File: src/rtl/io_readback_pkg.sv
// rtl/io_readback_pkg.sv - shared constants and FSM encoding for io_readback
//
// Contents: default readback addresses, word/bank widths, bit-counter width,
// and the two-state shifter FSM encoding.
package io_readback_pkg;

    localparam int WORD_W = 32;
    localparam int BANK_W = 16;
    localparam int IO_W   = 4 * BANK_W;
    localparam int CNT_W  = $clog2(WORD_W);

    localparam logic [6:0] DEF_RB_ADDR_01    = 7'd1;
    localparam logic [6:0] DEF_RB_ADDR_23    = 7'd2;
    localparam logic [6:0] DEF_RB_ADDR_CHG01 = 7'd3;
    localparam logic [6:0] DEF_RB_ADDR_CHG23 = 7'd4;

    typedef enum logic {
        ST_IDLE  = 1'b0,
        ST_SHIFT = 1'b1
    } state_t;

endpackage

File: src/rtl/io_readback_sync_2ff.sv
// rtl/io_readback_sync_2ff.sv - parameterized-width two-flop synchronizer
//
// Ports:
//   clock  in   system clock
//   reset  in   synchronous, active-high; clears both stages
//   i_d    in   asynchronous input bits (WIDTH)
//   o_q    out  second-stage synchronized bits (WIDTH)
module sync_2ff #(
    parameter int WIDTH = 1
) (
    input  logic             clock,
    input  logic             reset,
    input  logic [WIDTH-1:0] i_d,
    output logic [WIDTH-1:0] o_q
);

    logic [WIDTH-1:0] r_sync1;
    logic [WIDTH-1:0] r_sync2;

    always_ff @(posedge clock) begin
        if (reset) begin
            r_sync1 <= '0;
            r_sync2 <= '0;
        end else begin
            r_sync1 <= i_d;
            r_sync2 <= r_sync1;
        end
    end

    assign o_q = r_sync2;

endmodule

File: src/rtl/io_readback.sv
// rtl/io_readback.sv - GPIO bank snapshot with parallel and MSB-first serial readback
//
// Optional feature macro: IO_READBACK_EDGE_EN (sticky per-pin change flags,
// readable at RB_ADDR_CHG01 / RB_ADDR_CHG23 and cleared by that read).
//
// Ports:
//   clock, reset       system clock; synchronous active-high reset
//   io_0..io_3         16-bit asynchronous pin banks
//   rd_addr, rd_strobe readback request (address valid with strobe)
//   shift_en           host has sampled the current sdo bit
//   sdo                serial readback bit, MSB first
//   busy               word shift in progress
//   rd_valid           one-cycle pulse when rd_data updates
//   rd_data            last captured word
//   overrun            sticky: request arrived while busy
module io_readback
    import io_readback_pkg::*;
#(
    parameter logic [6:0] RB_ADDR_01    = DEF_RB_ADDR_01,
    parameter logic [6:0] RB_ADDR_23    = DEF_RB_ADDR_23,
    parameter logic [6:0] RB_ADDR_CHG01 = DEF_RB_ADDR_CHG01,
    parameter logic [6:0] RB_ADDR_CHG23 = DEF_RB_ADDR_CHG23
) (
    input  logic              clock,
    input  logic              reset,
    input  logic [BANK_W-1:0] io_0,
    input  logic [BANK_W-1:0] io_1,
    input  logic [BANK_W-1:0] io_2,
    input  logic [BANK_W-1:0] io_3,
    input  logic [6:0]        rd_addr,
    input  logic              rd_strobe,
    input  logic              shift_en,
    output logic              sdo,
    output logic              busy,
    output logic              rd_valid,
    output logic [WORD_W-1:0] rd_data,
    output logic              overrun
);

    localparam logic [CNT_W-1:0] CNT_LAST = CNT_W'(WORD_W - 1);

    logic [IO_W-1:0]   w_sync2;
    logic [WORD_W-1:0] w_mux_word;
    logic              w_accept;

    state_t            r_state,    w_state_nxt;
    logic [WORD_W-1:0] r_shift,    w_shift_nxt;
    logic [CNT_W-1:0]  r_cnt,      w_cnt_nxt;
    logic [WORD_W-1:0] r_rd_data,  w_rd_data_nxt;
    logic              r_rd_valid, w_rd_valid_nxt;
    logic              r_overrun,  w_overrun_nxt;

    sync_2ff #(.WIDTH(IO_W)) u_sync (
        .clock (clock),
        .reset (reset),
        .i_d   ({io_3, io_2, io_1, io_0}),
        .o_q   (w_sync2)
    );

    assign w_accept = (r_state == ST_IDLE) && rd_strobe;

`ifdef IO_READBACK_EDGE_EN
    logic [IO_W-1:0] r_chg;
    logic [IO_W-1:0] r_sync2_prev;
    logic [IO_W-1:0] w_chg_clr;

    always_comb begin
        w_chg_clr = '0;
        if (w_accept && rd_addr == RB_ADDR_CHG01) begin
            w_chg_clr[WORD_W-1:0] = '1;
        end else if (w_accept && rd_addr == RB_ADDR_CHG23) begin
            w_chg_clr[IO_W-1:WORD_W] = '1;
        end
    end

    // Set term is OR-ed after the clear so a change landing on the
    // clearing read is kept for the next read.
    always_ff @(posedge clock) begin
        if (reset) begin
            r_chg        <= '0;
            r_sync2_prev <= '0;
        end else begin
            r_sync2_prev <= w_sync2;
            r_chg        <= (r_chg & ~w_chg_clr) | (w_sync2 ^ r_sync2_prev);
        end
    end
`endif

    always_comb begin
        w_mux_word = '0;
        case (rd_addr)
            RB_ADDR_01:    w_mux_word = w_sync2[WORD_W-1:0];
            RB_ADDR_23:    w_mux_word = w_sync2[IO_W-1:WORD_W];
`ifdef IO_READBACK_EDGE_EN
            RB_ADDR_CHG01: w_mux_word = r_chg[WORD_W-1:0];
            RB_ADDR_CHG23: w_mux_word = r_chg[IO_W-1:WORD_W];
`else
            RB_ADDR_CHG01: w_mux_word = '0;
            RB_ADDR_CHG23: w_mux_word = '0;
`endif
            default:       w_mux_word = '0;
        endcase
    end

    always_comb begin
        w_state_nxt    = r_state;
        w_shift_nxt    = r_shift;
        w_cnt_nxt      = r_cnt;
        w_rd_data_nxt  = r_rd_data;
        w_rd_valid_nxt = 1'b0;
        // Any strobe seen while shifting is dropped but remembered.
        w_overrun_nxt  = r_overrun | (rd_strobe && r_state == ST_SHIFT);
        case (r_state)
            ST_IDLE: begin
                if (rd_strobe) begin
                    w_state_nxt    = ST_SHIFT;
                    w_shift_nxt    = w_mux_word;
                    w_cnt_nxt      = CNT_LAST;
                    w_rd_data_nxt  = w_mux_word;
                    w_rd_valid_nxt = 1'b1;
                end
            end
            ST_SHIFT: begin
                if (shift_en) begin
                    if (r_cnt != '0) begin
                        w_shift_nxt = {r_shift[WORD_W-2:0], 1'b0};
                        w_cnt_nxt   = r_cnt - CNT_W'(1);
                    end else begin
                        // Clearing the shifter keeps sdo low while idle.
                        w_state_nxt = ST_IDLE;
                        w_shift_nxt = '0;
                    end
                end
            end
            default: w_state_nxt = ST_IDLE;
        endcase
    end

    always_ff @(posedge clock) begin
        if (reset) begin
            r_state    <= ST_IDLE;
            r_shift    <= '0;
            r_cnt      <= '0;
            r_rd_data  <= '0;
            r_rd_valid <= 1'b0;
            r_overrun  <= 1'b0;
        end else begin
            r_state    <= w_state_nxt;
            r_shift    <= w_shift_nxt;
            r_cnt      <= w_cnt_nxt;
            r_rd_data  <= w_rd_data_nxt;
            r_rd_valid <= w_rd_valid_nxt;
            r_overrun  <= w_overrun_nxt;
        end
    end

    assign sdo      = r_shift[WORD_W-1];
    assign busy     = (r_state == ST_SHIFT);
    assign rd_valid = r_rd_valid;
    assign rd_data  = r_rd_data;
    assign overrun  = r_overrun;

endmodule

File: config.mk
export PLATFORM = sky130hd
export DESIGN_NAME = io_readback
export DESIGN_NICKNAME = d
export VERILOG_FILES = /design/src/rtl/io_readback_pkg.sv /design/src/rtl/io_readback_sync_2ff.sv /design/src/rtl/io_readback.sv
export SDC_FILE = /design/constraint.sdc
export NUM_CORES = 1
export LEC_CHECK = 0
export BUFFER_PORTS_ARGS = -buffer_cell sky130_fd_sc_hd__buf_2
export CAP_MARGIN = 20
export CORE_ASPECT_RATIO = 1.1
export CORE_MARGIN = 1
export CORE_UTILIZATION = 45
export DETAILED_ROUTE_END_ITERATION = 6
export PLACE_DENSITY = 0.72
export SETUP_SLACK_MARGIN = 0.5
export SKIP_CTS_REPAIR_TIMING = 1
export SYNTH_ARGS = -nofsm -noshare
export SYNTH_HDL_FRONTEND = slang
export SYNTH_SLANG_ARGS = --single-unit
File: constraint.sdc
create_clock -name clock -period 2.9 [get_ports clock]
set_clock_uncertainty 0.2 [all_clocks]
set_input_delay 0.29 -clock clock [delete_from_list [all_inputs] [get_ports clock]]
set_output_delay 0.29 -clock clock [all_outputs]
set_load 0.01 [all_outputs]
# == Yosys cells after proc, flatten, opt, wreduce, memory -nomap -nowiden ==
# Cells that the tools add are included.
# op_classes
addsub,1
eq_ne,5
mux,13
n_bitwise,2
n_reduce_logical,6
# op_table
operator,n
32-bit case mux with 2 select lines,2
32-bit two-way mux,3
5-bit two-way mux,3
5-bit case mux with 2 select lines,1
"7-bit by 1-bit == test with 1-bit output, second input constant",1
"7-bit by 2-bit == test with 1-bit output, second input constant",1
5-bit nonzero test,1
"5-bit by 1-bit subtractor with 5-bit output, second input constant",1
"2-bit != test, second input constant",2
2-bit AND reduction,2
1-bit two-way mux,3
3-bit AND reduction,1
"2-bit by 1-bit != test with 1-bit output, second input constant",1
1-bit case mux with 2 select lines,1
2-bit OR reduction,1
1-bit logical AND,1
1-bit inverter,1
1-bit OR,1
# totals
ff_bits,200
output_inout_bits,36

# == Depth between registers and ports, before layout ==
# Gate-level depths: netlist of run 1.
# depth
depth_word,4
depth_mapped,7
ltp_nobuf,5

# == Cells and area by module ==
# Synthesis of run 1 repeated with hierarchy kept, for this count alone.
# hier_totals
hier_cells,669
area_unflattened_um2,7020.5
# by_module_without_submodules
module,n_inst,cells_per_inst,area_each_um2
io_readback,1,399,3555.9
sync_2ff,1,270,3464.6

# == Worst setup path before layout of run 1 ==
# OpenSTA, ideal clock, no wires.
# synth_timing
kind,register to register
from,register r_cnt[0]
to,register r_shift[11]
setup_time_ps,132
arrival_ps,1477
path_slack_ps,1091
stages_incl_launch_ff,8
n_path_buf,2
synth_period_minus_slack_ps,1809
path_cell_list,dfxtp_1 > inv_1 > ha_1 > or4b_4 > buf_6 > buf_6 > a32oi_1 > a21oi_1
# synth_via
elab_chain_len,4
# synth_lines
item,line_no,text
"start, declared",io_readback.sv:48,"logic [CNT_W-1:0] r_cnt, w_cnt_nxt;"
"start signal, assigned",io_readback.sv:150,r_cnt <= w_cnt_nxt;
5-bit nonzero test,io_readback.sv:125,if (r_cnt != '0) begin
32-bit two-way mux,io_readback.sv:125,
32-bit two-way mux,io_readback.sv:124,if (shift_en) begin
32-bit case mux with 2 select lines,io_readback.sv:113,case (r_state)
"end signal, assigned",io_readback.sv:149,r_shift <= w_shift_nxt;
"end, declared",io_readback.sv:47,"logic [WORD_W-1:0] r_shift, w_shift_nxt;"
# No other way between the ends. The select of a mux whose other input is x is not followed.
# A chain may end at the register's enable or synchronous reset.

# == Final worst setup path of run 1 ==
# layout_timing
from,"register r_state, in the netlist busy"
to,register r_shift[29]
# layout_via
elab_chain_len,3
elab_cells_between_ends,5
# layout_lines
item,line_no,text
"start, declared",io_readback.sv:46,"state_t r_state, w_state_nxt;"
"start signal, assigned",io_readback.sv:148,r_state <= w_state_nxt;
1-bit inverter (no source line),n/a,
2-bit != test (no source line),n/a,
2-bit AND reduction (no source line),n/a,
# Several ways; a longest one is shown, not always the timed one.

==> results.json, run 1 <==
{
  "period_needed_ps": 2092,
  "final_area_um2": 8905,
  "synth_top_cell_by_area": "dfxtp_1",
  "worst-slew-pin-transition_ps": 794.1,
  "ir_drop_v": 0.0003632,
  "rows": 47,
  "start_kind": "flop",
  "synth_common_cells": "200 x dfxtp_1, 129 x nor2b_1, 64 x and3b_1, 57 x o211ai_1, 47 x clkbuf_1",
  "cts_tree": "yes",
  "grtUsageTotal_pct": 18.44,
  "dieArea_um2": 16280,
  "synth_area_um2": 7099,
  "ant_nets": 0,
  "drcViolationCount": 0,
  "place_area_um2": 7711,
  "syn-num-nets": 775,
  "dpl.cell_count": 948,
  "synth_cell_types": 31,
  "die_w_um": 121.8,
  "post-route-util_pct": 58.47,
  "synth_top_cells_by_area": "dfxtp_1 56%, nor2b_1 11%, and3b_1 7.9%",
  "min-delay-start": "rd_strobe",
  "regToRegStartpoint": "busy",
  "drive_gt1_share_pct": 18.16,
  "rsz0062_at_grt": "no",
  "max_freq_ghz": 0.4780,
  "async_flop_share_pct": 0,
  "failed_checks": "hold timing",
  "start_util_pct": 46.61,
  "yosysTopAreaCellShare_pct": 56.40,
  "maxSlewHeadroom_pct": 45.55,
  "whs_ps": -5.862,
  "status": "finished, violations left",
  "die_h_um": 133.7,
  "startpoint": "busy",
  "cts_max_path_buffers": 2,
  "drt_iter0_markers": 330,
  "vias": 5298,
  "port-buffer-count": 110,
  "hold-path-cell-count": 3,
  "crit_arrival_ps": 2240,
  "overflow": 0,
  "first_global_vias": 4709,
  "p_per_area_nw_per_um2": 621.4,
  "hold_viol_final": 1,
  "cts_max_level": 4,
  "timing_worst_setup_path_type": "flop to flop",
  "n_antenna_cell": 0,
  "synthFlopType": "dfxtp_1",
  "clkTransAtPathRegs_ps": 70,
  "ys_seq_area_share_pct": 56.40,
  "coreArea_um2": 15230,
  "hp-class": "input pin to flop",
  "synthMuxAreaShare_pct": 0.2996,
  "io_pins": 111,
  "grt_pass1_wl_mm": 23.52,
  "synth-compound-area-share_pct": 13.82,
  "rrSetupSlack_ps": 810,
  "wl_per_cell_um": 14.81,
  "cts.sinks": 200,
  "wl_mm": 15.46,
  "synth-edff-count": 0,
  "synth_seq_cells": 200,
  "setup_viol": 0,
  "crit_path_end_kind": "flop",
  "fin_nets": 911,
  "synth_xor_area_share_pct": 0,
  "min_to": "overrun",
  "yosysWarnings": 0,
  "worstSkewPairLatency_ps": 420,
  "cap_violations": 0,
  "final_cells": 1044,
  "p_total_mw": 5.534,
  "worst-path-max-fanout": 32,
  "synth_top_family_by_area": "simple AND/OR/NAND/NOR gates",
  "synth-simple-area-share_pct": 25.27,
  "reg2reg_to": "r_shift[29]",
  "syn_inst": 699,
  "synth_fa_ha_area_share_pct": 0.1762,
  "fin_crit_sh_pct": 72.14,
  "syn_avg_cell_area_um2": 10.16,
  "cp.required_ps": 3050,
  "cts-buffers-inserted": 17,
  "grt_max_degree": 95,
  "synth.most_common_cell": "dfxtp_1",
  "slew_violations": 0,
  "finalSetupTns_ps": 0,
  "antenna_found_initial": 0,
  "viasPerCell": 5.075,
  "clock-root-buffer": "clkbuf_16",
  "dr.pass1.iters": 4,
  "p_leak_nw": 3.712,
  "hpwl_mm": 9.806,
  "gp_congestion": 0.7867,
  "ff2ff_path_depth": 4,
  "area_delta_synth_final_pct": 25.43
}
## logic make-up (layout without fill, tap and decap cells)
| logic type | Yosys count | after routing |
|---|---|---|
| fa+ha+maj | 1 | 1 |
| buf+inv | 68 | 217 |
| mux | 2 | 2 |
| simple gates | 288 | 288 |
| flops | 200 | 200 |
| compound gates | 140 | 140 |
## layout make-up
| class | instances | area [um^2] |
|---|---|---|
| Sequential cell | 200 | 4004 |
| Fill cell | 1263 | 6326 |
| Multi-Input combinational cell | 431 | 2821 |
| Timing Repair Buffer | 182 | 1270 |
| Clock inverter | 10 | 68.82 |
| Tap cell | 196 | 245.2 |
| Inverter | 3 | 11.26 |
| Clock buffer | 22 | 484.2 |
## per-layer routing
| layer | wire (um) | up-vias | GRT usage (%) |
|---|---|---|---|
| li1 | - | 2694 | - |
| met1 | 7384 | 2416 | 26.15 |
| met2 | 7080 | 170 | 26.96 |
| met3 | 785 | 18 | 4.152 |
| met4 | 206 | 0 | 7.339 |
| met5 | 0 | - | 0 |
## worst max-delay path: stages, from the launching register on
cell,delay [ps]
dfxtp_1,440
buf_4,360
mux2i_1,720
a32oi_1,110
a21oi_1,170
## registers in the layout, summed over array words and instances (netlist names)
name,flops
busy,1
overrun,1
r_cnt,5
r_shift,32
rd_data,32
rd_valid,1
u_sync.o_q,64
u_sync.r_sync1,64
## through the flow
step,hold slack (ps),worst slack (ps)
after global routing,4.398,648.9
after floorplan,213.8,1091
after CTS,-150.2,803.6
after global placement,226.6,915.9
final,-5.862,808.1
after detailed placement,220.4,836.3
## cell usage in the layout (no fill, tap or decap), drive strengths merged, types with 2 or more instances in the layout
master / n
a211oi: 2
a21oi: 44
a311oi: 27
a32oi: 6
and3b: 64
buf: 118
clkbuf: 22
clkinv: 5
clkinvlp: 3
dfxtp: 200
dlygate4sd3: 64
inv: 5
nand2: 33
nand3: 26
nor2: 28
nor2b: 129
o211ai: 57
## worst max path at each step
stage	cells past startpoint	slack, ps	end
2_1_floorplan	7	1090	r_shift[11]
3_3_place_gp	5	920	r_shift[28]
3_5_place_dp	5	840	r_shift[10]
4_1_cts	5	800	r_shift[5]
5_1_grt	5	650	r_shift[4]
6_report	4	810	r_shift[29]
## report_power, final
part	switching [mW]	total, mW	internal [mW]
registers	0.0441	2.91	2.87
logic	0.244	0.455	0.212
clock network	0.976	2.17	1.19
total	1.26	5.53	4.27
No activity file was read; power rests on OpenSTA's default activity.
==> run 2, diff against run 1 <==
clock period = 2.1 ns   (was 2.9 ns; I/O delays follow)
==> results.json, run 2 (synthesized netlist as in run 1, its figures left out) <==
{
  "port-buffer-count": 110,
  "antenna_found_initial": 0,
  "wl_per_cell_um": 14.77,
  "first_global_vias": 4769,
  "maxSlewHeadroom_pct": 68.16,
  "start_kind": "flop",
  "dieArea_um2": 16280,
  "worst_path_max_delay_cell": "or4b_4",
  "startpoint": "r_cnt[0]",
  "grtUsageTotal_pct": 18.27,
  "status": "finished, violations left",
  "grt_max_degree": 70,
  "final_cell_mix": "197 x dfxtp_1, 129 x nor2b_1, 109 x buf_2, 65 x dlygate4sd3_1, 64 x and3b_1",
  "setup_viol": 0,
  "overflow": 0,
  "grt_pass1_wl_mm": 23.25,
  "p_per_area_nw_per_um2": 875.0,
  "drcViolationCount": 0,
  "final_common_cell": "dfxtp_1",
  "vias": 5450,
  "cts-buffers-inserted": 17,
  "multi_input_area_um2": 2954,
  "worst-path-max-fanout": 7,
  "drive_gt1_share_pct": 21.21,
  "n_antenna_cell": 0,
  "die_w_um": 121.8,
  "crit_path_cell_trace": "inv_4 -> ha_4 -> or4b_4 -> a32oi_1 -> a21oi_1",
  "cts_max_level": 4,
  "dpl_worst_slack_ps": 190.3,
  "finalSetupTns_ps": 0,
  "final_cells": 1059,
  "worstSkewPairLatency_ps": 430,
  "cp.required_ps": 2200,
  "hold_viol_final": 4,
  "setup_slack_ps": 342.0,
  "crit_path_end_kind": "flop",
  "seqCellArea_um2": 4013,
  "crit_buf_inv": 1,
  "gp_congestion": 0.7858,
  "start_util_pct": 46.61,
  "drt_iter0_markers": 304,
  "wl_mm": 15.65,
  "period_needed_ps": 1758,
  "area_delta_synth_final_pct": 30.61,
  "fin_crit_sh_pct": 83.72,
  "crit_arrival_ps": 1860,
  "cts.sinks": 200,
  "cts_max_path_buffers": 2,
  "rsz0062_at_grt": "yes",
  "hp-class": "input pin to flop",
  "failed_checks": "hold timing",
  "dpl.cell_count": 954,
  "clkTransAtPathRegs_ps": 70,
  "cp_top_family": "simple AND/OR/NAND/NOR gates",
  "coreArea_um2": 15230,
  "p_leak_nw": 3.860,
  "cts_tree": "yes",
  "timing_worst_setup_path_type": "flop to flop",
  "die_h_um": 133.7,
  "cap_violations": 0,
  "regToRegStartpoint": "r_cnt[0]",
  "io_pins": 111,
  "ir_drop_v": 0.0005572,
  "rows": 47,
  "dr.pass1.iters": 4,
  "slowest_delay_ps": 530,
  "min-delay-start": "reset",
  "fin_nets": 927,
  "whs_ps": -3.655,
  "max_freq_ghz": 0.5688,
  "hpwl_mm": 9.793,
  "worst-slew-pin-transition_ps": 477.6,
  "nFillCells": 1196,
  "viasPerCell": 5.146,
  "clock-root-buffer": "clkbuf_16",
  "ant_nets": 0,
  "slew_violations": 0
}
run 2: changes by cell type in the layout (fill, tap and decap cells not counted), moves of 3 or more:
cell / delta
nand3_2: +4
buf_4: +4
nand3_1: -4
clkbuf_8: -3
dfxtp_1: -3
buf_12: +6
or4b_4: +5
bufinv_16: +4
run 2: path summary, 6_finish.rpt:
kind	endpoint	slack [ps]	cells past startpoint
worst max-delay path	r_shift[2]	340	5
worst min-delay path	u_sync.r_sync1[59]	-4	2
worst max register to register	r_shift[2]	340	5
worst min register to register	u_sync.o_q[58]	240	1
run 2: power by group:
group | total (mW) | switching, mW | internal [mW]
clock network | 3.36 | 1.34 | 2.02
logic | 0.717 | 0.358 | 0.359
registers | 4.04 | 0.0770 | 3.96
total | 8.11 | 1.77 | 6.34
run 2: layer usage:
metal  global-route usage, %  wire length (um)  vias up
met5                       0                 0        -
met4                   6.996               248        0
met3                   3.938               858       22
met2                   27.21              7216      156
met1                   25.67              7322     2532
li1                        -                 -     2740
run 2: layout make-up:
class | instances | area share, %
inverter | 3 | 0.1484
multi-input combinational | 436 | 31.86
tap | 196 | 2.645
sequential | 200 | 43.27
timing repair buffer | 193 | 15.42
clock inverter | 12 | 1.876
clock buffer | 19 | 4.777
run 2: stage by stage:
stage	total power, mW	area [um^2]	utilization (%)
2_1_floorplan	4.483	7126	-
3_3_place_gp	4.632	7836	51.45
3_5_place_dp	4.664	7836	51.45
4_1_cts	7.995	8453	55.50
5_1_grt	8.414	9273	60.88
6_report	8.113	9273	60.88
